===== src/rtl/arithmetic_logic_seq_pkg.sv =====
// Operation and state encodings shared by the sequential ALU, its bus interface and the control unit.
package arithmetic_logic_seq_pkg;

  typedef enum logic [4:0] {
    amp  = 5'd0,
    lor  = 5'd1,
    flp  = 5'd2,
    eor  = 5'd3,
    rsc  = 5'd4,
    lsc  = 5'd5,
    add  = 5'd6,
    sub  = 5'd7,
    eql  = 5'd8,
    eqlk = 5'd9,
    revx = 5'd10,
    revy = 5'd11,
    parx = 5'd12,
    pary = 5'd13,
    rol  = 5'd14,
    ror  = 5'd15,
    mul  = 5'd16
  } math;

  typedef enum logic [1:0] {
    IDLE = 2'd0,
    RUN  = 2'd1,
    DONE = 2'd2
  } alu_state_t;

endpackage


===== src/rtl/arithmetic_logic_seq_if.sv =====
// Request/result bus between the control unit (master) and the sequential ALU (slave).
interface arithmetic_logic_seq_if #(parameter int W = 8);
  import arithmetic_logic_seq_pkg::*;

  logic [W-1:0] x;
  logic [W-1:0] y;
  math          math_op;
  logic         alu_rs;
  logic         start;
  logic         busy;
  logic         done;
  logic [W-1:0] r_out;
  logic [W-1:0] s_out;
  logic         carry;
  logic         zero;
  logic         equal;
  logic         shift_out;

  modport master (
    output x, y, math_op, alu_rs, start,
    input  busy, done, r_out, s_out, carry, zero, equal, shift_out
  );

  modport slave (
    input  x, y, math_op, alu_rs, start,
    output busy, done, r_out, s_out, carry, zero, equal, shift_out
  );

endinterface


===== src/rtl/arithmetic_logic_seq_add_sub_w.sv =====
// W-bit ripple adder shared by add, sub and the multiply accumulate; purely combinational.
// inv complements b, so inv=1 with cin=1 yields a-b and cout=1 means no borrow.
module arithmetic_logic_seq_add_sub_w #(
  parameter int W = 8
) (
  input  logic [W-1:0] a,
  input  logic [W-1:0] b,
  input  logic         inv,
  input  logic         cin,
  output logic [W-1:0] sum,
  output logic         cout
);

  logic c;
  logic bi;

  always_comb begin
    c   = cin;
    bi  = 1'b0;
    sum = '0;
    for (int i = 0; i < W; i++) begin
      bi     = b[i] ^ inv;
      sum[i] = a[i] ^ bi ^ c;
      c      = (a[i] & bi) | (c & (a[i] ^ bi));
    end
    cout = c;
  end

endmodule


===== src/rtl/arithmetic_logic_seq.sv =====
// Sequential W-bit ALU: single-cycle ops finish in one step, rotates take `amount` steps, mul takes W.
// start is accepted only in IDLE and never queued; results and flags update on the edge entering DONE.
module arithmetic_logic_seq
  import arithmetic_logic_seq_pkg::*;
#(
  parameter int W    = 8,
  parameter int EQLK = 5
) (
  input  logic                  clk,
  input  logic                  rst_n,
  arithmetic_logic_seq_if.slave bus
);

  localparam int LW = $clog2(W);
  localparam int CW = LW + 1;

  alu_state_t     state;
  logic [CW-1:0]  cnt;
  math            op_q;
  logic           rs_q;
  logic           eq_q;
  logic [W-1:0]   xq;
  logic [2*W-1:0] prod;

  logic [W-1:0]   r_q, s_q;
  logic           carry_q, zero_q, equal_q, so_q;

  logic [W-1:0]   add_a, add_b, add_sum;
  logic           add_inv, add_cout;

  logic [W-1:0]   rev_x, rev_y;
  logic [W-1:0]   s_res;
  logic           s_c, s_so, s_ok;

  logic [CW-1:0]  amt;
  logic           last;
  logic [W-1:0]   rot_next;
  logic           rot_bit;
  logic [2*W-1:0] prod_next;

  assign bus.r_out     = r_q;
  assign bus.s_out     = s_q;
  assign bus.carry     = carry_q;
  assign bus.zero      = zero_q;
  assign bus.equal     = equal_q;
  assign bus.shift_out = so_q;
  assign bus.busy      = (state != IDLE);
  assign bus.done      = (state == DONE);

  // The adder serves raw operands in IDLE and the multiply accumulate in RUN.
  always_comb begin
    if (state == RUN) begin
      add_a   = prod[2*W-1:W];
      add_b   = prod[0] ? xq : '0;
      add_inv = 1'b0;
    end else begin
      add_a   = bus.x;
      add_b   = bus.y;
      add_inv = (bus.math_op == sub);
    end
  end

  arithmetic_logic_seq_add_sub_w #(.W(W)) u_add_sub (
    .a    (add_a),
    .b    (add_b),
    .inv  (add_inv),
    .cin  (add_inv),
    .sum  (add_sum),
    .cout (add_cout)
  );

  always_comb begin
    rev_x = '0;
    rev_y = '0;
    for (int i = 0; i < W; i++) begin
      rev_x[i] = bus.x[W-1-i];
      rev_y[i] = bus.y[W-1-i];
    end
  end

  always_comb begin
    s_res = '0;
    s_c   = 1'b0;
    s_so  = 1'b0;
    s_ok  = 1'b1;
    case (bus.math_op)
      amp:      s_res = bus.x & bus.y;
      lor:      s_res = bus.x | bus.y;
      flp:      s_res = ~bus.x;
      eor:      s_res = bus.x ^ bus.y;
      rsc: begin
        s_res = {bus.y[0], bus.x[W-1:1]};
        s_so  = bus.x[0];
      end
      lsc: begin
        s_res = {bus.x[W-2:0], bus.y[W-1]};
        s_so  = bus.x[W-1];
      end
      add, sub: begin
        s_res = add_sum;
        s_c   = add_cout;
      end
      eql:      s_res = {{(W-1){1'b0}}, (bus.x == bus.y)};
      eqlk:     s_res = {{(W-1){1'b0}}, (bus.x[EQLK-1:0] == bus.y[EQLK-1:0])};
      revx:     s_res = rev_x;
      revy:     s_res = rev_y;
      parx:     s_res = {{(W-1){1'b0}}, ^bus.x};
      pary:     s_res = {{(W-1){1'b0}}, ^bus.y};
      rol, ror: s_res = bus.x;  // reached only with a zero rotate amount
      mul:      s_res = '0;
      default:  s_ok  = 1'b0;
    endcase
  end

  assign amt       = {1'b0, bus.y[LW-1:0]};
  assign last      = (cnt == CW'(1));
  assign rot_next  = (op_q == rol) ? {xq[W-2:0], xq[W-1]} : {xq[0], xq[W-1:1]};
  assign rot_bit   = (op_q == rol) ? xq[W-1] : xq[0];
  assign prod_next = {add_cout, add_sum, prod[W-1:1]};

  always_ff @(posedge clk or negedge rst_n) begin
    if (!rst_n) begin
      state   <= IDLE;
      cnt     <= '0;
      op_q    <= amp;
      rs_q    <= 1'b0;
      eq_q    <= 1'b0;
      xq      <= '0;
      prod    <= '0;
      r_q     <= '0;
      s_q     <= {{(W-1){1'b0}}, 1'b1};
      carry_q <= 1'b0;
      zero_q  <= 1'b0;
      equal_q <= 1'b0;
      so_q    <= 1'b0;
    end else begin
      case (state)
        IDLE: begin
          if (bus.start) begin
            op_q <= bus.math_op;
            rs_q <= bus.alu_rs;
            eq_q <= (bus.x == bus.y);
            xq   <= bus.x;
            prod <= {{W{1'b0}}, bus.y};
            if (bus.math_op == mul) begin
              cnt   <= CW'(W);
              state <= RUN;
            end else if ((bus.math_op == rol || bus.math_op == ror) && amt != '0) begin
              cnt   <= amt;
              state <= RUN;
            end else begin
              if (bus.alu_rs) s_q <= s_res;
              else            r_q <= s_res;
              carry_q <= s_c;
              zero_q  <= (s_res == '0);
              equal_q <= s_ok && (bus.x == bus.y);
              so_q    <= s_so;
              state   <= DONE;
            end
          end
        end
        RUN: begin
          cnt <= cnt - CW'(1);
          if (op_q == mul) begin
            prod <= prod_next;
            if (last) begin
              // Low half to the selected register, high half to the other one.
              if (rs_q) begin
                s_q <= prod_next[W-1:0];
                r_q <= prod_next[2*W-1:W];
              end else begin
                r_q <= prod_next[W-1:0];
                s_q <= prod_next[2*W-1:W];
              end
              carry_q <= |prod_next[2*W-1:W];
              zero_q  <= (prod_next[W-1:0] == '0);
              equal_q <= eq_q;
              so_q    <= 1'b0;
              state   <= DONE;
            end
          end else begin
            xq <= rot_next;
            if (last) begin
              if (rs_q) s_q <= rot_next;
              else      r_q <= rot_next;
              carry_q <= 1'b0;
              zero_q  <= (rot_next == '0);
              equal_q <= eq_q;
              so_q    <= rot_bit;
              state   <= DONE;
            end
          end
        end
        DONE:    state <= IDLE;
        default: state <= IDLE;
      endcase
    end
  end

endmodule


===== src/flat_wrapper.sv =====
// flat-port wrapper written by rule: the top's interface ports become plain ports
module arithmetic_logic_seq_flat import arithmetic_logic_seq_pkg::*;
#(
  parameter int W    = 8,
  parameter int EQLK = 5
)
  (clk, rst_n, bus_x, bus_y, bus_math_op, bus_alu_rs, bus_start, bus_busy, bus_done, bus_r_out, bus_s_out, bus_carry, bus_zero, bus_equal, bus_shift_out);
  arithmetic_logic_seq_if #(.W(W)) bus_i ();
  input  logic clk;
  input  logic rst_n;
  input wire logic [$bits(bus_i.x)-1:0] bus_x;
  input wire logic [$bits(bus_i.y)-1:0] bus_y;
  input wire logic [$bits(bus_i.math_op)-1:0] bus_math_op;
  input wire logic [$bits(bus_i.alu_rs)-1:0] bus_alu_rs;
  input wire logic [$bits(bus_i.start)-1:0] bus_start;
  output wire logic [$bits(bus_i.busy)-1:0] bus_busy;
  output wire logic [$bits(bus_i.done)-1:0] bus_done;
  output wire logic [$bits(bus_i.r_out)-1:0] bus_r_out;
  output wire logic [$bits(bus_i.s_out)-1:0] bus_s_out;
  output wire logic [$bits(bus_i.carry)-1:0] bus_carry;
  output wire logic [$bits(bus_i.zero)-1:0] bus_zero;
  output wire logic [$bits(bus_i.equal)-1:0] bus_equal;
  output wire logic [$bits(bus_i.shift_out)-1:0] bus_shift_out;
  assign bus_i.x = bus_x;
  assign bus_i.y = bus_y;
  assign bus_i.math_op = bus_math_op;
  assign bus_i.alu_rs = bus_alu_rs;
  assign bus_i.start = bus_start;
  assign bus_busy = bus_i.busy;
  assign bus_done = bus_i.done;
  assign bus_r_out = bus_i.r_out;
  assign bus_s_out = bus_i.s_out;
  assign bus_carry = bus_i.carry;
  assign bus_zero = bus_i.zero;
  assign bus_equal = bus_i.equal;
  assign bus_shift_out = bus_i.shift_out;
  arithmetic_logic_seq #(.W(W), .EQLK(EQLK)) u_core (.clk(clk), .rst_n(rst_n), .bus(bus_i));
endmodule

===== config.mk =====
export PLATFORM = sky130hd
export DESIGN_NAME = arithmetic_logic_seq_flat
export DESIGN_NICKNAME = d
export VERILOG_FILES = /design/src/rtl/arithmetic_logic_seq_pkg.sv /design/src/rtl/arithmetic_logic_seq_if.sv /design/src/rtl/arithmetic_logic_seq_add_sub_w.sv /design/src/rtl/arithmetic_logic_seq.sv /design/src/flat_wrapper.sv
export SDC_FILE = /design/constraint.sdc
export NUM_CORES = 1
export LEC_CHECK = 0
export BUFFER_PORTS_ARGS = -buffer_cell sky130_fd_sc_hd__buf_2
export CAP_MARGIN = 20
export CORE_AREA = 5 5 99 101
export CTS_BUF_LIST = sky130_fd_sc_hd__clkbuf_4
export DETAILED_ROUTE_END_ITERATION = 8
export DIE_AREA = 0 0 104 106
export HOLD_SLACK_MARGIN = 0.12
export PLACE_DENSITY = 0.77
export SLEW_MARGIN = 40
export SYNTH_ARGS = -nofsm -noshare
export SYNTH_HDL_FRONTEND = slang
export SYNTH_SLANG_ARGS = --single-unit

===== constraint.sdc =====
create_clock -name clk -period 5.2 [get_ports clk]
set_input_delay 0.26 -clock clk [delete_from_list [all_inputs] [get_ports clk]]
set_output_delay 0.26 -clock clk [all_outputs]
set_load 0.05 [all_outputs]

Word level (Yosys, flattened, before mapping)
Index checks and enable logic that the tools add are counted.
{"block": "word_totals", "register_bits": 57, "inputBits": 25, "word_cells": 195}
{"block": "op_classes", "n_mux": 70, "n_eq_ne": 34, "n_reduce_logical": 25, "bitwise_logic": 52, "add_sub_neg": 1}
{"op": "two-way mux 8 bit", "n": 24}
{"op": "case mux 8 bit (14 select lines)", "n": 1}
{"op": "case mux 8 bit (2 select lines)", "n": 3}
{"op": "== test 5 x 4 -> 1 bit (second input constant)", "n": 9}
{"op": "two-way mux 16 bit", "n": 2}
{"op": "case mux 16 bit (2 select lines)", "n": 1}
{"op": "two-way mux 1 bit", "n": 25}
{"op": "zero test 8 bit", "n": 3}
{"op": "bitwise XOR 1 bit", "n": 24}
{"op": "== test 5 x 3 -> 1 bit (second input constant)", "n": 4}
{"op": "OR reduction 17 bit", "n": 1}
{"op": "bitwise AND 1 bit", "n": 16}
{"op": "XOR reduction 8 bit", "n": 2}
{"op": "!= test 2 bit (second input constant)", "n": 7}
{"op": "AND reduction 7 bit", "n": 2}
{"op": "two-way mux 4 bit", "n": 3}
{"op": "== test 5 x 2 -> 1 bit (second input constant)", "n": 2}
{"op": "== test 5 bit (second input constant)", "n": 2}
{"op": "case mux 1 bit (2 select lines)", "n": 5}
{"op": "AND reduction 3 bit", "n": 3}
{"op": "bitwise AND 8 bit", "n": 1}
{"op": "== test 8 bit", "n": 1}
{"op": "two-way mux 2 bit", "n": 4}
{"op": "NOT 8 bit", "n": 1}
{"op": "25 further kinds", "n": 36}

Longest topological paths before layout
Gate-level depths: netlist of run 1.
{"block": "depth", "depth_word": 25, "depth_mapped": 20}

Hierarchy
Synthesis of run 1 repeated with hierarchy kept, for this count alone.
{"block": "unflattened", "cells_unflattened": 600, "hier_area_um2": 4908.5}
{"module": "arithmetic_logic_seq", "cells_each": 569, "area_each_um2": 4614.4, "instances": 1}
{"module": "arithmetic_logic_seq_add_sub_w", "cells_each": 31, "area_each_um2": 294.0, "instances": 1}

Worst setup path after synthesis of run 1
OpenSTA, ideal clock, no wires.
{"block": "synth_path", "kind": "reg-to-reg", "startpoint": "register u_core.state[0]", "endpoint": "register u_core.zero_q (netlist: u_core.bus.zero)", "path_stages_with_launch": 20, "t_required_ps": 5134, "t_arrival_ps": 5152, "setup_slack_ps": -18, "path_cell_list": "dfrtp_1 -> buf_2 -> nor2b_1 -> buf_2 -> buf_2 -> clkbuf_1 -> o21ai_0 -> fa_1 -> fa_1 -> fa_1 -> fa_1 -> fa_1 -> fa_1 -> fa_1 -> inv_1 -> o22ai_1 -> o21ai_0 -> nand3_1 -> nor4bb_1 -> a31o_1"}
{"block": "synth_between", "elab_chain_len": 25, "elab_cells_between_ends": 65, "cone_classes": "eq/ne (5); mux (10); bitwise (45); reduce/logical (5)"}
{"item": "from (decl)", "line": "arithmetic_logic_seq.sv:17", "text": "alu_state_t state;"}
{"item": "from (signal assigned)", "line": "arithmetic_logic_seq.sv:123", "text": "state <= IDLE;"}
{"item": "from (signal assigned)", "line": "arithmetic_logic_seq.sv:147", "text": "state <= RUN;"}
{"item": "from (signal assigned)", "line": "arithmetic_logic_seq.sv:150", "text": "state <= RUN;"}
{"item": "== test 2 x 1 -> 1 bit", "line": "arithmetic_logic_seq.sv:52, arithmetic_logic_seq.sv:137"}
{"item": "two-way mux 8 bit or two-way mux 1 bit (tied branches)", "line": "arithmetic_logic_seq.sv:52", "text": "if (state == RUN) begin"}
{"item": "bitwise XOR 1 bit", "line": "arithmetic_logic_seq_add_sub_w.sv:22", "text": "bi = b[i] ^ inv;"}
{"item": "bitwise XOR 1 bit", "line": "arithmetic_logic_seq_add_sub_w.sv:23, arithmetic_logic_seq_add_sub_w.sv:24"}
{"item": "bitwise AND 1 bit", "line": "arithmetic_logic_seq_add_sub_w.sv:24", "text": "c = (a[i] & bi) | (c & (a[i] ^ bi));"}
{"item": "bitwise OR 1 bit", "line": "arithmetic_logic_seq_add_sub_w.sv:24"}
{"item": "bitwise AND 1 bit", "line": "arithmetic_logic_seq_add_sub_w.sv:24"}
{"item": "bitwise OR 1 bit", "line": "arithmetic_logic_seq_add_sub_w.sv:24"}
{"item": "[9 not listed]"}
{"item": "bitwise OR 1 bit", "line": "arithmetic_logic_seq_add_sub_w.sv:24"}
{"item": "bitwise XOR 1 bit", "line": "arithmetic_logic_seq_add_sub_w.sv:23", "text": "sum[i] = a[i] ^ bi ^ c;"}
{"item": "case mux 8 bit (14 select lines)", "line": "arithmetic_logic_seq.sv:86", "text": "case (bus.math_op)"}
{"item": "zero test 8 bit", "line": "arithmetic_logic_seq.sv:155", "text": "zero_q <= (s_res == '0);"}
{"item": "two-way mux 1 bit", "line": "arithmetic_logic_seq.sv:148", "text": "end else if ((bus.math_op == rol || bus.math_op == ror) && amt != '0) begin"}
{"item": "two-way mux 1 bit", "line": "arithmetic_logic_seq.sv:145", "text": "if (bus.math_op == mul) begin"}
{"item": "two-way mux 1 bit", "line": "arithmetic_logic_seq.sv:139", "text": "if (bus.start) begin"}
{"item": "case mux 1 bit (2 select lines)", "line": "arithmetic_logic_seq.sv:137", "text": "case (state)"}
{"item": "to (signal assigned)", "line": "arithmetic_logic_seq.sv:155"}
{"item": "to (signal assigned)", "line": "arithmetic_logic_seq.sv:176", "text": "zero_q <= (prod_next[W-1:0] == '0);"}
{"item": "to (signal assigned)", "line": "arithmetic_logic_seq.sv:187", "text": "zero_q <= (rot_next == '0);"}
{"item": "to (decl)", "line": "arithmetic_logic_seq.sv:26", "text": "logic carry_q, zero_q, equal_q, so_q;"}
Parallel ways exist; a longest one is shown, timed or not. The select of a mux whose other input is x is not followed.
A chain may end at the register's enable or synchronous reset.

Worst setup path after layout of run 1
{"block": "layout_path", "startpoint": "register u_core.state[1]", "endpoint": "register u_core.zero_q (netlist: u_core.bus.zero)"}
The elaborated chain is that of the path after synthesis.

==> Flow_metrics.wiki, run 1 <==
{| class="wikitable"
! Metric !! Value
|-
| Status || finished, final reports clean
|-
| Number of sinks on the clock net || 57
|-
| Max Clock Skew || 18.9 ps
|-
| Total number of nets in the final design || 658
|-
| Pin count of the biggest net entering global routing || between 50 and 60
|-
| Global-route total usage across every layer || 27.1%
|-
| Cell type contributing the most total cell area after synthesis || dfrtp_1
|-
| Largest fanout of any net on the critical path || 7
|-
| Clock input transition at the sequential cells of the worst setup and hold paths || 110 ps
|-
| Remaining design rule violation count || 0
|-
| Switching component of the power || 0.00107 W
|-
| CTS Root Buffer Type || clkbuf_4
|-
| Period utilisation layout || 95.7%
|-
| Ys async rst share || 100%
|-
| Number of antenna cells inserted || 0
|-
| DPL Wire Length || 11,000 um
|-
| Beginning of the worst hold path || bus_y[4]
|-
| Routed wire per std cell || between 20 and 25 um
|-
| Number of buffers created by CTS || 9
|-
| Layout cell share with drive strength beyond 1 || 19.0%
|-
| Logic gate share of total power || a little under half
|-
| Portion of the post-synthesis area used by sequential elements || roughly 30%
|-
| Setup Viol. Count Final || 0
|-
| Initial Util || 53.4%
|-
| Vias in the first global route || 4,350
|-
| Worst setup timing slack at the placement stage || 173 ps
|-
| Count of vias placed by the detailed router || roughly 4,600
|-
| Leftover overflow at the end of global routing || 0
|-
| Cell types occupying the most area after synthesis || dfrtp_1, nand2_1, mux2_2
|-
| Number of enable flip-flop cells after synthesis || 0
|-
| Most common cell after layout, fill and taps aside || nand2_1
|-
| IO Count || 47
|-
| Startpoint of the worst register-to-register path || u_core.state[1]
|-
| Area of the mapped netlist || 4770 sq um
|-
| Worst skew pair latency || 410 ps
|-
| Fraction of post-synthesis cell area in the top cell type by area || between 20% and 30%
|-
| Minimum clock period after layout || 4980 ps
|-
| Wire length of the first global-routing pass || between 20,000 and 25,000 um
|-
| Violation count after the first detailed-route iteration || 319
|-
| Cell variety after synth || 66
|-
| Via-to-Cell Ratio || 6.42
|-
| Syn. warnings || 0
|-
| Sequential Power Share || between 30% and 40%
|-
| Syn avg cell area || 8.26 sq um
|-
| CP Launch Type || flip-flop
|-
| Sw Ratio || approximately 48%
|-
| P&R area growth vs syn || 9.26%
|-
| Die area || 11,000 sq um
|-
| Commonest cells after routing, fill and taps aside || nand2_1, dfrtp_1, nor2_1
|-
| DIE WIDTH || 104 um
|-
| # rows || 35
|-
| Leakage power || around 2.3 nW
|-
| Seq cells post-synth || 57
|-
| Residual antenna-violating net count after detailed routing || 0
|-
| Die height || approximately 110 um
|-
| Max cap viols || 0
|-
| CP arrival || ~5300 ps
|-
| Core area || between 8000 and 9000 sq um
|-
| Total Negative Setup Slacks || 0 ps
|-
| RSZ-0062 raised after global routing || no
|-
| Clock network fraction of design power || roughly 17%
|-
| Number of setup buffers added after CTS || 0
|-
| Final hold viol count || 0
|-
| Class of the most critical setup path || flip-flop to flip-flop
|-
| Detailed Routing Iterations Pass 1 || 5
|-
| Syn nets || 629
|-
| Crit. Startpoint || u_core.state[1]
|-
| Final critical-path setup slack || 222 ps
|-
| Maximum resistive drop on vdd || 185 uV
|-
| Critical Path Sink Type || flip-flop
|-
| Cells after synthesis || 578
|-
| Routability congestion estimate from global placement || 1.02
|-
| Clock Tree Buf Depth || 2
|-
| Wirelength, routed || 14,900 um
|-
| Most frequently used flop master after synthesis || dfrtp_1
|-
| Worst reg2reg setup slack || 220 ps
|-
| Clock tree from TritonCTS || done
|-
| Number of max-slew violations in the final report || 0
|-
| Worst Path Required || 5550 ps
|-
| Internal power consumption || 0.00115 W
|-
| PwrDens || between 400 and 500 nW/um^2
|-
| Worst min-delay path category || input pin to flip-flop
|-
| Measured slew at the worst slew-check pin || around 750 ps
|-
| Buffers added on ports || 46
|-
| Number of antenna violations at the first check in global routing || 0
|-
| Maximum achievable frequency || 201 MHz
|-
| Slew margin rel. || 50.1%
|-
| Maximum level of the CTS H-tree || 3
|}
power groups by stage:
stage | Sequential, W | Combinational [W] | Clock [W]
final | 0.000780 | 0.00106 | 0.000379
after global routing | 0.000805 | 0.00114 | 0.000405
after CTS | 0.000776 | 0.00105 | 0.000382
after detailed placement | 0.000785 | 0.00105 | 0
after global placement | 0.000774 | 0.00103 | 0
after floorplan | 0.000966 | 0.000564 | 0
synth_stat cells (3+ instances only):
| master | instances |
|---|---|
| a211oi_1 | 5 |
| a21oi_1 | 27 |
| a221o_1 | 3 |
| a221oi_1 | 4 |
| a22o_1 | 3 |
| a2bb2oi_1 | 4 |
| a31oi_1 | 21 |
| buf_1 | 3 |
| buf_2 | 12 |
| buf_4 | 5 |
| buf_6 | 5 |
| clkbuf_1 | 18 |
| dfrtp_1 | 56 |
| fa_1 | 7 |
| ha_1 | 19 |
| inv_1 | 25 |
| mux2_2 | 24 |
| mux2i_1 | 23 |
| nand2_1 | 91 |
| nand3_1 | 23 |
| nand4_1 | 3 |
| nor2_1 | 52 |
| nor2b_1 | 3 |
| nor3_1 | 11 |
| nor4_1 | 7 |
| nor4bb_1 | 3 |
| o21ai_0 | 36 |
| o22a_1 | 4 |
| o22ai_1 | 8 |
| o31ai_1 | 4 |
| xnor2_1 | 20 |
critical path, cell delays in order, from the launching register on:
cell      delay [ps]
dfrtp_1          490
inv_1            140
nand2_1          110
nand2_1          100
nand2_1           80
fa_1             440
fa_1             420
fa_1             410
fa_1             420
fa_1             410
fa_1             400
fa_1             510
inv_1            100
o22ai_1           90
o21ai_0          160
nand3_1          140
nor4bb_1         320
a31o_1           180
flip-flops by register name, summed over array words and instances (netlist names), 2 cells and up:
name	cells
u_core.cnt	4
u_core.bus.s_out	8
u_core.bus.r_out	8
u_core.op_q	5
u_core.state	2
u_core.prod	16
u_core.xq	8
final cells by class:
class | count | area [sq um]
Clock buffer | 10 | 75.1
Timing Repair Buffer | 61 | 364
Inverter | 25 | 93.8
Fill cell | 868 | 3720
Multi-Input combinational cell | 453 | 3030
Tap cell | 111 | 139
Sequential cell | 57 | 1430
Clock inverter | 6 | 82.6
logic make-up (layout without fill, tap and decap cells):
| family | count (synthesis) | after routing | synth area share, % |
|---|---|---|---|
| fa+ha+maj | 26 | 26 | 7.92 |
| flops | 57 | 57 | 29.9 |
| mux | 47 | 47 | 10.5 |
| simple gates | 219 | 219 | 21.7 |
| buf+inv | 68 | 102 | 6.84 |
| compound gates | 139 | 139 | 19.1 |
| xor+xnor | 22 | 22 | 4.04 |
what timing repair did:
item                                    4_1_cts  5_1_grt
endpoints found under the setup margin        0        3
hold endpoints to repair                     57        0
hold buffers                                  2        0
resized for setup                             0        2
worst paths after layout:
check / to / cells after the start
setup / recovery: u_core.bus.zero / 17
hold / removal: u_core.prod[4] / 3
hold reg to reg: u_core.prod[12] / 2
min in group asynchronous: u_core.state[1] / 3
setup reg to reg: u_core.bus.zero / 17
max in group asynchronous: u_core.prod[15] / 4
stage by stage:
stage                     total power, W  area (sq um)  cells  util [%]  hold WS (ps)
after floorplan                  0.00153          4770    578         -         -35.6
after global placement           0.00180          5010    704      56.0           442
after detailed placement         0.00183          5010    704      56.1           452
after CTS                        0.00221          5190    722      58.1           159
after global routing             0.00235          5210    723      58.4           162
final                            0.00222          5210    723      58.4           176
layer usage:
| metal | vias up | track usage (%) | share of wire (%) |
|---|---|---|---|
| li1 | 2118 | - | - |
| met1 | 2215 | 37.5 | 42 |
| met2 | 266 | 42.4 | 45 |
| met3 | 41 | 5.34 | 9.8 |
| met4 | 0 | 8.97 | 3.1 |
| met5 | - | 0 | 0 |
Power figures use the tool's default switching activity.
==> run 2, diff against run 1 <==
--- a/config.mk
+++ b/config.mk
@@ -11,2 +11,3 @@
 export CTS_BUF_LIST = sky130_fd_sc_hd__clkbuf_4
+export CTS_CLUSTER_DIAMETER = 30
 export DETAILED_ROUTE_END_ITERATION = 8
==> constraint.sdc (replaced) <==
create_clock -name clk -period 5.2 [get_ports clk]
set_input_delay 0.52 -clock clk [delete_from_list [all_inputs] [get_ports clk]]
set_output_delay 0.52 -clock clk [all_outputs]
set_load 0.05 [all_outputs]
==> run 2 against run 1 <==
Cell area decreased by 0.89%. Sequential power fell by 1%. Combinational power about the same. Maximum frequency is 0.56% higher. Critical endpoint unchanged. Largest cell class unchanged.
==> Flow_metrics.wiki, run 2 (synthesized netlist as in run 1, its figures left out) <==
{| class="wikitable"
! Metric !! Value
|-
| Total Negative Setup Slacks || 0 ps (unchanged)
|-
| Final hold viol count || 0 (unchanged)
|-
| Total number of nets in the final design || 660 (+0.30%)
|-
| Worst Reg2Reg Path Length in Cells || 17 (unchanged)
|-
| Layout cell share with drive strength beyond 1 || 19.5% (+0.59 points)
|-
| Initial Util || 53.4% (unchanged)
|-
| Most flop-heavy register || u_core.prod
|-
| CP arrival || 5300 ps (-30 ps)
|-
| Clock tree from TritonCTS || done
|-
| Die height || 106 um (unchanged)
|-
| Detailed Routing Iterations Pass 1 || 5 (unchanged)
|-
| Number of sinks on the clock net || 57 (unchanged)
|-
| Core area || 8930 sq um (unchanged)
|-
| Count of vias placed by the detailed router || 4,516 (-2.7%)
|-
| GRT met3 Usage || 5.95% (+0.61 points)
|-
| Worst skew pair latency || 410 ps (about the same)
|-
| Number of max-slew violations in the final report || 0 (unchanged)
|-
| Global Route met2 Usage || 40.7% (-1.8 points)
|-
| P&R area growth vs syn || 8.29%
|-
| Slew margin rel. || 43.6% (-6.5 points)
|-
| # rows || 35 (unchanged)
|-
| Via-to-Cell Ratio || 6.22 (-3.1%)
|-
| Startpoint of the worst register-to-register path || u_core.state[1]
|-
| Wirelength, routed || 14,100 um (-5.3%)
|-
| Leftover overflow at the end of global routing || 0 (unchanged)
|-
| Setup Viol. Count Final || 0 (unchanged)
|-
| Fill cell count || 857 (-1.3%)
|-
| DPL Wire Length || 10,600 um (-3.7%)
|-
| Reg2reg end || u_core.bus.zero
|-
| Leakage power || 2.34 nW (-0.19%)
|-
| Worst setup timing slack at the placement stage || -17.5 ps (-191 ps)
|-
| Largest fanout of any net on the critical path || 7 (unchanged)
|-
| Pin count of the biggest net entering global routing || 58 (unchanged)
|-
| Routed wire per std cell || 19.4 um (-5.7%)
|-
| Buffers added on ports || 46 (unchanged)
|-
| RSZ-0062 raised after global routing || no
|-
| Die area || 11,000 sq um (unchanged)
|-
| Number of buffers created by CTS || 9 (unchanged)
|-
| DIE WIDTH || 104 um (unchanged)
|-
| Number of antenna violations at the first check in global routing || 1 (+1)
|-
| Final critical-path setup slack || 250 ps (+27.6 ps)
|-
| Wire length of the first global-routing pass || 23,200 um (-3.3%)
|-
| Max cap viols || 0 (unchanged)
|-
| Cell area after layout || 5170 sq um (-0.89%)
|-
| Global-route total usage across every layer || 25.9% (-1.2 points)
|-
| CP Launch Type || flip-flop
|-
| PwrDens || 409 nW/um^2 (-4.0%)
|-
| Commonest cells after routing, fill and taps aside || nand2_1, dfrtp_1, nor2_1
|-
| Remaining design rule violation count || 0 (unchanged)
|-
| Maximum achievable frequency || 202 MHz (+0.56%)
|-
| Max Clock Skew || 19.6 ps (+0.709 ps)
|-
| Worst Path Required || 5550 ps (about the same)
|-
| Class of the most critical setup path || flip-flop to flip-flop
|-
| Overall power consumption || 0.00211 W (-4.9%)
|-
| IO Count || 47 (unchanged)
|-
| Violation count after the first detailed-route iteration || 381 (+19%)
|-
| Hold-fix buffers, CTS || 0 (-2)
|-
| Maximum resistive drop on vdd || 223 uV (+20%)
|-
| Number of flip-flops in the largest register || 16 (unchanged)
|-
| Met1 Resource Use GR || 35.1% (-2.5 points)
|-
| Worst min-delay path category || input pin to asynchronous set/reset pin
|-
| Status || finished, final reports clean
|-
| Routability congestion estimate from global placement || 0.974 (-4.7%)
|-
| Crit. Startpoint || u_core.state[1]
|-
| Clock input transition at the sequential cells of the worst setup and hold paths || 100 ps (about the same)
|-
| Worst reg2reg setup slack || 250 ps (+30 ps)
|-
| Minimum clock period after layout || 4950 ps (-27.6 ps)
|-
| Most common cell after layout, fill and taps aside || nand2_1
|-
| Period utilisation layout || 95.2% (-0.53 points)
|-
| CTS Root Buffer Type || clkbuf_4
|-
| Clock Tree Buf Depth || 2 (unchanged)
|-
| Critical Path Sink Type || flip-flop
|-
| Maximum level of the CTS H-tree || 3 (unchanged)
|-
| Residual antenna-violating net count after detailed routing || 0 (unchanged)
|-
| Vias in the first global route || 4,429 (+1.8%)
|-
| Cell area reported after detailed placement || 5050 sq um (+0.85%)
|-
| Measured slew at the worst slew-check pin || 846 ps (+99.4 ps)
|-
| Top Usage Layer GRT || met2
|}
run 2: worst max-delay path by stage:
stage	end	depth (start not counted)
CTS	u_core.bus.r_out[7]	17
global placement	u_core.bus.zero	19
global route	u_core.bus.zero	17
finish	u_core.bus.zero	17
detailed placement	u_core.bus.zero	19
floorplan	u_core.bus.zero	19
run 2: what timing repair did:
item | CTS | global route
resized for setup | 0 | 1
setup endpoints to repair | 0 | 1
setup buffers | 0 | 0
run 2: layout make-up:
cell class,count,area (sq um),area share (%)
well taps,111,139,2.69
multi-input cells,453,3040,58.8
repair buffers,63,358,6.92
clock inverters,3,11.3,0.218
flip-flops and latches,57,1430,27.6
diodes,1,2.50,0.0484
inverters,25,93.8,1.82
clock buffers,13,97.6,1.89
run 2: through the flow:
step	instances	util [%]	hold slack, ps
2_1_floorplan	578	-	224
3_3_place_gp	709	56.5	451
3_5_place_dp	709	56.6	460
4_1_cts	725	57.8	265
5_1_grt	726	57.8	322
6_report	726	57.8	233
run 2: worst max-delay path: stages (launching register included):
cell	delay, ps
dfrtp_1	490
inv_1	150
nand2_1	130
nand2_1	120
nand2_1	80
fa_1	450
fa_1	410
fa_1	400
fa_1	410
fa_1	410
fa_1	400
fa_1	460
inv_1	90
o22ai_1	90
o21ai_0	150
nand3_1	140
nor4bb_1	330
a31o_1	180
run 2: report_power, final:
| part | leakage (nW) | internal, W | switching (W) |
|---|---|---|---|
| logic | 1.58 | 0.000366 | 0.000699 |
| clock network | 0.0645 | 0.000116 | 0.000162 |
| registers | 0.687 | 0.000600 | 0.000169 |
| total | 2.34 | 0.00108 | 0.00103 |
run 2: routing by layer:
metal	wire length, um	part of all wire, %	up-vias
met4	298	2.1	0
met2	6570	47	216
met5	0	0	-
met3	1270	9.0	27
li1	-	-	2126
met1	5930	42	2147
